`src/rtl/puf_ctrl_pkg.sv`:
```
// PUF evaluation controller: shared state
// encoding and default timing parameters.
package puf_ctrl_pkg;

  localparam int SETTLE_CYCLES_DEF = 8;
  localparam int NUM_SAMPLES_DEF   = 5;

  typedef enum logic [2:0] {
    IDLE,
    CLR,
    SETTLE,
    SAMPLE,
    RESP
  } state_t;

endpackage

```
`src/rtl/puf_bit_vote.sv`:
```
// One response bit: counts ones over the
// sample window and registers the verdict.
module puf_bit_vote
  import puf_ctrl_pkg::*;
#(
  parameter int NUM_SAMPLES = NUM_SAMPLES_DEF,
  parameter int CW = $clog2(NUM_SAMPLES + 1)
) (
  input  logic clk,
  input  logic reset,
  input  logic clr,
  input  logic smp_en,
  input  logic bit_in,
  input  logic dec_en,
  output logic vote,
  output logic unstable
);

  localparam logic [CW-1:0] N = CW'(NUM_SAMPLES);
  localparam logic [CW-1:0] HALF =
    CW'(NUM_SAMPLES / 2);

  logic [CW-1:0] cnt;
  logic [CW-1:0] cnt_nx;

  // The verdict uses cnt_nx so the last sample
  // counts on the same edge the result is taken.
  always_comb begin
    cnt_nx = cnt;
    if (smp_en && bit_in && cnt != N)
      cnt_nx = cnt + CW'(1);
  end

  always_ff @(posedge clk or posedge reset) begin
    if (reset) begin
      cnt      <= '0;
      vote     <= 1'b0;
      unstable <= 1'b0;
    end else begin
      if (clr) cnt <= '0;
      else     cnt <= cnt_nx;
      if (dec_en) begin
        vote     <= cnt_nx > HALF;
        unstable <= cnt_nx != '0 && cnt_nx != N;
      end
    end
  end

endmodule

```
`src/rtl/puf_eval_ctrl.sv`:
```
// PUF evaluation controller: clear, settle,
// sample N times, majority-vote, respond.
module puf_eval_ctrl
  import puf_ctrl_pkg::*;
#(
  parameter int DATA_W = 8,
  parameter int ADDR_W = 4,
  parameter int SETTLE_CYCLES = SETTLE_CYCLES_DEF,
  parameter int NUM_SAMPLES = NUM_SAMPLES_DEF
) (
  input  logic              clk,
  input  logic              reset,
  input  logic              req_valid,
  input  logic [ADDR_W-1:0] req_addr,
  output logic              req_ready,
  input  logic              abort,
  output logic              puf_reset,
  output logic              puf_start,
  output logic [ADDR_W-1:0] puf_addr,
  input  logic [DATA_W-1:0] puf_out,
  output logic              rsp_valid,
  input  logic              rsp_ready,
  output logic [DATA_W-1:0] rsp_data,
  output logic [DATA_W-1:0] rsp_unstable,
  output logic              busy
);

  localparam int CW = $clog2(NUM_SAMPLES + 1);
  localparam logic [7:0] SET_LAST =
    8'(SETTLE_CYCLES - 1);
  localparam logic [7:0] SMP_LAST =
    8'(NUM_SAMPLES - 1);

  state_t     state;
  state_t     state_nx;
  logic [7:0] cnt;
  logic       accept;
  logic       hs;
  logic       last_settle;
  logic       last_sample;

  assign accept = state == IDLE && req_valid;
  assign hs     = rsp_valid && rsp_ready;
  assign last_settle =
    state == SETTLE && cnt == SET_LAST;
  assign last_sample =
    state == SAMPLE && cnt == SMP_LAST;

  always_ff @(posedge clk or posedge reset) begin
    if (reset) state <= IDLE;
    else       state <= state_nx;
  end

  always_comb begin
    state_nx = state;
    if (abort && state != IDLE) begin
      state_nx = IDLE;
    end else begin
      unique case (state)
        IDLE:    if (req_valid) state_nx = CLR;
        CLR:     state_nx = SETTLE;
        SETTLE:  if (last_settle) state_nx = SAMPLE;
        SAMPLE:  if (last_sample) state_nx = RESP;
        RESP:    if (hs) state_nx = IDLE;
        default: state_nx = IDLE;
      endcase
    end
  end

  always_comb begin
    req_ready = state == IDLE;
    busy      = state != IDLE;
    puf_start = state == SETTLE
             || state == SAMPLE;
    puf_reset = reset || state == CLR;
  end

  always_ff @(posedge clk or posedge reset) begin
    if (reset) begin
      cnt       <= '0;
      puf_addr  <= '0;
      rsp_valid <= 1'b0;
    end else begin
      if (state != state_nx) cnt <= '0;
      else if (puf_start)    cnt <= cnt + 8'd1;
      if (accept) puf_addr <= req_addr;
      // Verdict lands on RESP entry; valid
      // follows one edge later from its flop.
      rsp_valid <= state == RESP
                && state_nx == RESP;
    end
  end

  for (genvar i = 0; i < DATA_W; i++) begin : g_bit
    puf_bit_vote #(
      .NUM_SAMPLES(NUM_SAMPLES),
      .CW(CW)
    ) u_vote (
      .clk(clk),
      .reset(reset),
      .clr(accept),
      .smp_en(state == SAMPLE),
      .bit_in(puf_out[i]),
      .dec_en(last_sample && !abort),
      .vote(rsp_data[i]),
      .unstable(rsp_unstable[i])
    );
  end

endmodule

```
`config.mk`:
```
export PLATFORM = sky130hd
export DESIGN_NAME = puf_eval_ctrl
export DESIGN_NICKNAME = d
export VERILOG_FILES = /design/src/rtl/puf_ctrl_pkg.sv /design/src/rtl/puf_bit_vote.sv /design/src/rtl/puf_eval_ctrl.sv
export SDC_FILE = /design/constraint.sdc
export NUM_CORES = 1
export LEC_CHECK = 0
export BUFFER_PORTS_ARGS = -buffer_cell sky130_fd_sc_hd__buf_2
export CORE_MARGIN = 1
export CORE_UTILIZATION = 50
export DETAILED_ROUTE_END_ITERATION = 7
export GPL_ROUTABILITY_DRIVEN = 0
export GPL_TIMING_DRIVEN = 0
export PLACE_DENSITY = 0.71
export SLEW_MARGIN = 20
export SYNTH_ARGS = -nofsm -noshare
export SYNTH_HDL_FRONTEND = slang
export SYNTH_HIERARCHICAL = 1
export SYNTH_SLANG_ARGS = --single-unit
export TNS_END_PERCENT = 100
```
`constraint.sdc`:
```
create_clock -name clk -period 4.55 [get_ports clk]
set_clock_uncertainty 0.2 [all_clocks]
set_input_delay 0.91 -clock clk [delete_from_list [all_inputs] [get_ports clk]]
set_output_delay 0.91 -clock clk [all_outputs]
set_load 0.01 [all_outputs]
```
==> flow_summary.toml, run 1 <==
[status]
status = "finished clean"

[power]
ir_worst_vdd_mv = 0.2760
power_density_mw_per_mm2 = 384.7
leakagePower_nw = 1.755

[global_routing]
grt_usage_pct = 19.39
overflow = 0
grt_antenna_before_repair = 0
grt_pass1_vias = 2429
grt_max_degree = 41
grt_pass1_wl_um = 10820

[route]
viasPerCell = 5.593
ant_nets = 0
routed.top_layer = "met4"
m1WireLength_um = 2849
num_vias = 2528
wl_met2_um = 3110
postRouteWirelength_um = 6223
dr.pass1.iters = 7
drc_errors = 0
drt_iter0_drc = 113
wl_met3_um = 174
wire_per_inst_um = 13.77

[worst_hold_path]
worstHoldPathType = "reg2reg"

[final_layout]
final_cell_mix = "dfrtp_1 (56), buf_2 (45), nor2_1 (35)"
multiInputGateArea_mm2 = 0.001740
drive_gt1_share_pct = 23.73
area_delta_synth_final_pct = 12.64
final_nets = 409
fillers = 587
n_antenna_cell = 0
final_area_mm2 = 0.003679
final_common_cell = "dfrtp_1"
register_area_mm2 = 0.001401

[cts]
cts_tree = "yes"
postCtsSetupBuffers = 0
ctsHoldBuffers = 0
cts.sinks = 56
cts_inserted_buffers = 5
htree_num_levels = 2
cts_buffer_depth = 2
ctsResizeCount = 0
cts-root-buf = "clkbuf_8"
clk_latency_ns = 0.31
clk_pin_slew_ns = 0.10

[synth]
synth_xor_area_share_pct = 7.395
yosys_warnings = 6
synth_cell_type_count = 35
synthSimpleGateAreaFrac_pct = 19.04
ys_seq_area_share_pct = 42.91
synth_top_family_by_area = "simple AND/OR/NAND/NOR gates"
syn-instance-count = 324
synth-seq-cells = 56
syn_area_mm2 = 0.003266
synthMuxAreaShare_pct = 4.751
synthAdderAreaFrac_pct = 6.897
synth_nets = 359
avgSynthCellArea_um2 = 10.08
synth_compound_area_share_pct = 15.06

[placed_design]
portBuffers = 41
placed_area_mm2 = 0.003591
dpl.hpwl_um = 4625

[timing]
relSlewSlack_pct = 50.73
tns_ns = 0
setup_viol = 0
hold_violations = 0
tightestPinTransition_ns = 0.7380
period_share_pct = 66.92
period_needed_ns = 3.045
drv_slew = 0
fmax_mhz = 328.4
rsz0062_at_grt = "false"

[floorplanning]
start_util_pct = 51.72
core_area_mm2 = 0.006314
rows = 29
die_x_um = 82.82
fp.dieH_um = 82.82
ios = 42
die_area_mm2 = 0.006858

[critical_path]
end_kind = "output pin"
cp_max_fo = 17
critPathRequiredTime_ns = 3.44
cp.arrival_ns = 1.93
crit_type = "in2out"
cp-start-kind = "input port"

[run]
drv_cap = 0
## power breakdown
part	total [W]	internal (W)	switching (W)	leakage (nW)
sequential	0.000646	0.000578	0.0000678	0.736
clock	0.000268	0.000108	0.000161	0.0479
combinational	0.000501	0.000241	0.000260	0.971
## cell type report
class                      count  area share [%]
timing repair buffer          43           6.088
clock inverter                 3          0.5102
multi-input combinational    235           47.31
tap                           77           2.619
sequential                    56           38.10
buffer                         4          0.5442
clock buffer                   5           1.871
inverter                      29           2.959
## critical path, cell delays in order
cell and delay [ns]:
buf_2 0.17, inv_1 0.50, o21ai_0 0.17, buf_2 0.18
## state kept, by name (all words and copies together), names as in the netlist
signal / count
cnt: 8
g_bit.u_vote/cnt: 24
g_bit.u_vote/unstable: 8
g_bit.u_vote/vote: 8
puf_addr: 4
rsp_valid: 1
state: 3
## layer usage
| layer | GRT usage (%) | vias to the layer above |
|---|---|---|
| met5 | 0 | - |
| met4 | 6.270 | 0 |
| met3 | 3.082 | 11 |
| met2 | 32.79 | 46 |
| met1 | 25.61 | 1219 |
| li1 | - | 1252 |
## cells in the mapped netlist (all sizes together)
| master | number | area share [%] |
|---|---|---|
| xor2 | 6 | 1.6 |
| a2111oi | 1 | 0.27 |
| nand3 | 11 | 2.9 |
| xnor2 | 1 | 0.27 |
| nor2b | 2 | 0.38 |
| nor3 | 3 | 0.46 |
| o21ba | 8 | 2.5 |
| and4b | 2 | 0.61 |
| o21bai | 1 | 0.23 |
| a21oi | 18 | 2.8 |
| ha | 18 | 6.9 |
| o21ai | 2 | 0.31 |
| and4 | 1 | 0.34 |
| and2 | 2 | 0.38 |
| or3 | 2 | 0.38 |
| nand2b | 9 | 1.7 |
| mux2i | 8 | 3.4 |
| buf | 4 | 0.61 |
| xnor3 | 8 | 5.5 |
| a31oi | 25 | 4.8 |
| dfrtp | 56 | 43 |
| nor3b | 8 | 1.8 |
| nand2 | 30 | 3.4 |
| mux2 | 4 | 1.4 |
| a211o | 1 | 0.27 |
| a31o | 8 | 2.1 |
| nand4 | 10 | 1.9 |
| inv | 29 | 3.3 |
| nor2 | 35 | 4.0 |
| o211ai | 8 | 1.8 |
| and3 | 2 | 0.38 |
| and2b | 1 | 0.23 |
## worst paths after layout
kind,depth (start not counted),from,to,slack [ns]
setup / recovery,4,reset,puf_reset,1.51
hold / removal,1,puf_addr[3],puf_addr[3],0.29
setup reg to reg,7,state[2],g_bit[5].u_vote/unstable,1.87
hold reg to reg,1,puf_addr[3],puf_addr[3],0.29
max in group asynchronous,2,reset,puf_addr[3],3.16
min in group asynchronous,2,reset,g_bit[5].u_vote/vote,0.39
## per-stage QoR
stage                     cells  worst slack [ns]  hold slack (ns)  power (W)  util [%]
final                       452             1.505           0.2918   0.001415     58.26
after global placement      442            0.1814           0.2673   0.001146     56.50
after CTS                   452             1.448           0.2985   0.001438     58.26
after floorplan             324             1.389           0.3255   0.001025         -
after global routing        452             1.298           0.3142   0.001528     58.26
after detailed placement    444             1.457           0.2739   0.001164     56.88
## cell families after synthesis
family | after synthesis
XOR/XNOR | 15
adder cells (fa/ha/maj) | 18
flip-flops | 56
buffers and inverters | 33
AO/OA/AOI/OAI | 72
multiplexers | 12
AND/OR/NAND/NOR | 118
(Power assumes the default switching activity.)
==> inputs of run 2 (changes only) <==
--- a/config.mk
+++ b/config.mk
@@ -5,13 +5,14 @@
 export SDC_FILE = /design/constraint.sdc
 export NUM_CORES = 1
 export LEC_CHECK = 0
+export ABC_AREA = 1
 export BUFFER_PORTS_ARGS = -buffer_cell sky130_fd_sc_hd__buf_2
 export CORE_MARGIN = 1
 export CORE_UTILIZATION = 50
 export DETAILED_ROUTE_END_ITERATION = 7
 export GPL_ROUTABILITY_DRIVEN = 0
 export GPL_TIMING_DRIVEN = 0
-export PLACE_DENSITY = 0.71
+export PLACE_DENSITY = 0.73
 export SLEW_MARGIN = 20
 export SYNTH_ARGS = -nofsm -noshare
 export SYNTH_HDL_FRONTEND = slang
==> constraint.sdc (replaced) <==
create_clock -name clk -period 2.71 [get_ports clk]
set_clock_uncertainty 0.2 [all_clocks]
set_input_delay 0.542 -clock clk [delete_from_list [all_inputs] [get_ports clk]]
set_output_delay 0.542 -clock clk [all_outputs]
set_load 0.01 [all_outputs]
==> flow_summary.toml, run 2 <==
[global_routing]
grt_usage_pct = 19.22
overflow = 0
grt_antenna_before_repair = 0
gr-max-usage-layer = "met2"
grt_max_degree = 29
grt_pass1_wl_um = 11360
use_met1_pct = 22.94
grtUsageMet3_pct = 3.524
use_met2_pct = 35.14
grt_pass1_vias = 2765

[floorplanning]
die_area_mm2 = 0.007494
die_x_um = 86.57
start_util_pct = 52.06
rows = 30
core_area_mm2 = 0.006869
ios = 42
fp.dieH_um = 86.57

[final_layout]
largest_reg_flops = 24
stdcell_count = 615
final_area_mm2 = 0.003983
final_cell_mix = "nand2_1 (95), nor2_1 (71), inv_1 (63)"
final_common_cell = "nand2_1"
final_nets = 554
area_delta_synth_final_pct = 11.37
n_antenna_cell = 0
top_register = "g_bit.u_vote/cnt"
fillers = 650
drive_gt1_share_pct = 27.94

[cts]
clk_pin_slew_ns = 0.09
htree_num_levels = 2
cts_tree = "yes"
cts.sinks = 56
cts-root-buf = "clkbuf_8"
cts_buffer_depth = 2
cts_inserted_buffers = 5
postCtsSetupBuffers = 0
ctsHoldBuffers = 0
clk_latency_ns = 0.30
ctsResizeCount = 0

[power]
clockPowerShare_pct = 16.7
ir_worst_vdd_mv = 0.6638
p_seq_share_pct = 42.5
p_int_w = 0.001500
p_sw_share_pct = 41.91
leakagePower_nw = 2.156
power.switching_w = 0.001083
power_density_mw_per_mm2 = 648.5
p_comb_share_pct = 40.9

[timing]
period_needed_ns = 2.390
tns_ns = 0
relSlewSlack_pct = 41.16
drv_slew = 0
fmax_mhz = 418.4
rsz0062_at_grt = "false"
hold_violations = 0
setup_viol = 0
tightestPinTransition_ns = 0.8816
period_share_pct = 88.18

[placed_design]
dpl.hpwl_um = 5163
placedCellCount = 608
placed_area_mm2 = 0.003901
portBuffers = 41

[synth]
synth_edf_count = 0
yosysMostFrequentCell = "nand2_1"
synth_top_cell_by_area = "dfrtp_1"
synth_nets = 506
synth_cell_type_count = 22
ys_seq_area_share_pct = 39.19
syn_area_mm2 = 0.003576
async_flop_share_pct = 100.0
synth_ff_type = "dfrtp_1"
syn-instance-count = 471
synthTopCellsByCount = "nand2_1 (95), nor2_1 (71), inv_1 (64)"
yosys_warnings = 6
synth_top_area_share_pct = 39.19
avgSynthCellArea_um2 = 7.592
synth_area_leaders = "dfrtp_1 (39%), nand2_1 (10%), nand2_2 (7.7%)"
synth-seq-cells = 56

[route]
wire_per_inst_um = 10.71
dr.pass1.iters = 4
drc_errors = 0
ant_nets = 0
num_vias = 2944
postRouteWirelength_um = 6585
drt_iter0_drc = 74
viasPerCell = 4.787

[critical_path]
crit_top_cell = "inv_1"
critPathRequiredTime_ns = 2.71
cp-start-kind = "flip-flop"
path_cells = "inv_1, nand2_2, nor2_4, nand2_1, inv_1, nand2_1, clkinvlp_4, inv_1, nor2_1, a21oi_2"
regToRegSetupSlack_ns = 0.32
cp_max_fo = 24
end_kind = "flip-flop"
cp_slowest_stage_delay_ns = 0.42
reg2reg_to = "g_bit[2].u_vote/unstable"
reg2reg_depth = 10
cp-startpoint = "state[2]"
cp_slowest_cell = "dfrtp_1"
crit_type = "reg2reg"
cp.arrival_ns = 2.39
rr_startpoint = "state[2]"

[status]
status = "finished clean"

[worst_hold_path]
worstHoldPathType = "in2async"

[run]
drv_cap = 0
run 2: cell types whose count changed in the layout (fill, tap and decap cells not counted), sizes merged, moves of 10 or more:
cell / before / now
a31oi: 25 / 0
inv: 29 / 65
nand2: 30 / 147
nand3: 11 / 31
nand3b: 0 / 10
nor2: 35 / 89
run 2: worst max-delay path by stage:
| stage | end | slack [ns] | cells past startpoint |
|---|---|---|---|
| 2_1_floorplan | g_bit[0].u_vote/unstable | 0.67 | 10 |
| 3_3_place_gp | g_bit[2].u_vote/unstable | 0.13 | 10 |
| 3_5_place_dp | g_bit[2].u_vote/vote | 0.04 | 10 |
| 4_1_cts | g_bit[2].u_vote/vote | 0.01 | 10 |
| 5_1_grt | g_bit[2].u_vote/vote | 0.12 | 10 |
| 6_report | g_bit[2].u_vote/unstable | 0.32 | 10 |
run 2: power by group through the flow:
| stage | registers, W | clock network [W] | logic [W] |
|---|---|---|---|
| 6_report | 0.00110 | 0.000431 | 0.00106 |
| 4_1_cts | 0.00110 | 0.000453 | 0.00107 |
| 2_1_floorplan | 0.00110 | 0 | 0.000805 |
| 3_3_place_gp | 0.00110 | 0 | 0.00104 |
| 3_5_place_dp | 0.00111 | 0 | 0.00107 |
| 5_1_grt | 0.00111 | 0.000485 | 0.00120 |
run 2: final cells by class:
cell class	instances	area, um2	share of cell area, %
clock inverters	1	5.005	0.1257
repair buffers	41	205.2	5.152
multi-input cells	341	1887	47.38
flip-flops and latches	56	1401	35.19
inverters	74	291.5	7.320
well taps	96	120.1	3.016
clock buffers	6	72.57	1.822
run 2: cells by family after synthesis:
family,after synthesis,synth area share (%)
XOR/XNOR,7,1.715
adder cells (fa/ha/maj),18,6.298
AO/OA/AOI/OAI,35,6.578
AND/OR/NAND/NOR,281,38.17
buffers and inverters,74,8.048
flip-flops,56,39.19
run 2: metrics by stage:
step / total power [W] / util (%) / hold WS (ns) / setup slack, ns
after global placement: 0.002146 / 56.79 / 0.2594 / 0.1256
after global routing: 0.002803 / 57.98 / 0.03391 / 0.1234
after CTS: 0.002623 / 57.92 / 0.02305 / 0.01073
after detailed placement: 0.002183 / 56.79 / 0.2640 / 0.03821
after floorplan: 0.001906 / - / 0.1205 / 0.6659
final: 0.002583 / 57.98 / 0.01781 / 0.3202
run 2: per-layer routing:
layer / vias to the layer above / routed length [um]
li1: 1534 / -
met1: 1352 / 3017
met2: 52 / 3253
met3: 6 / 220
met4: 0 / 94
met5: - / 0
run 2: critical path: cells and delay by family, from the launching register on:
kind | cells | cell delay (ns)
buffers and inverters | 4 | 0.64
flip-flops | 1 | 0.42
AND/OR/NAND/NOR | 5 | 0.94
AO/OA/AOI/OAI | 1 | 0.07
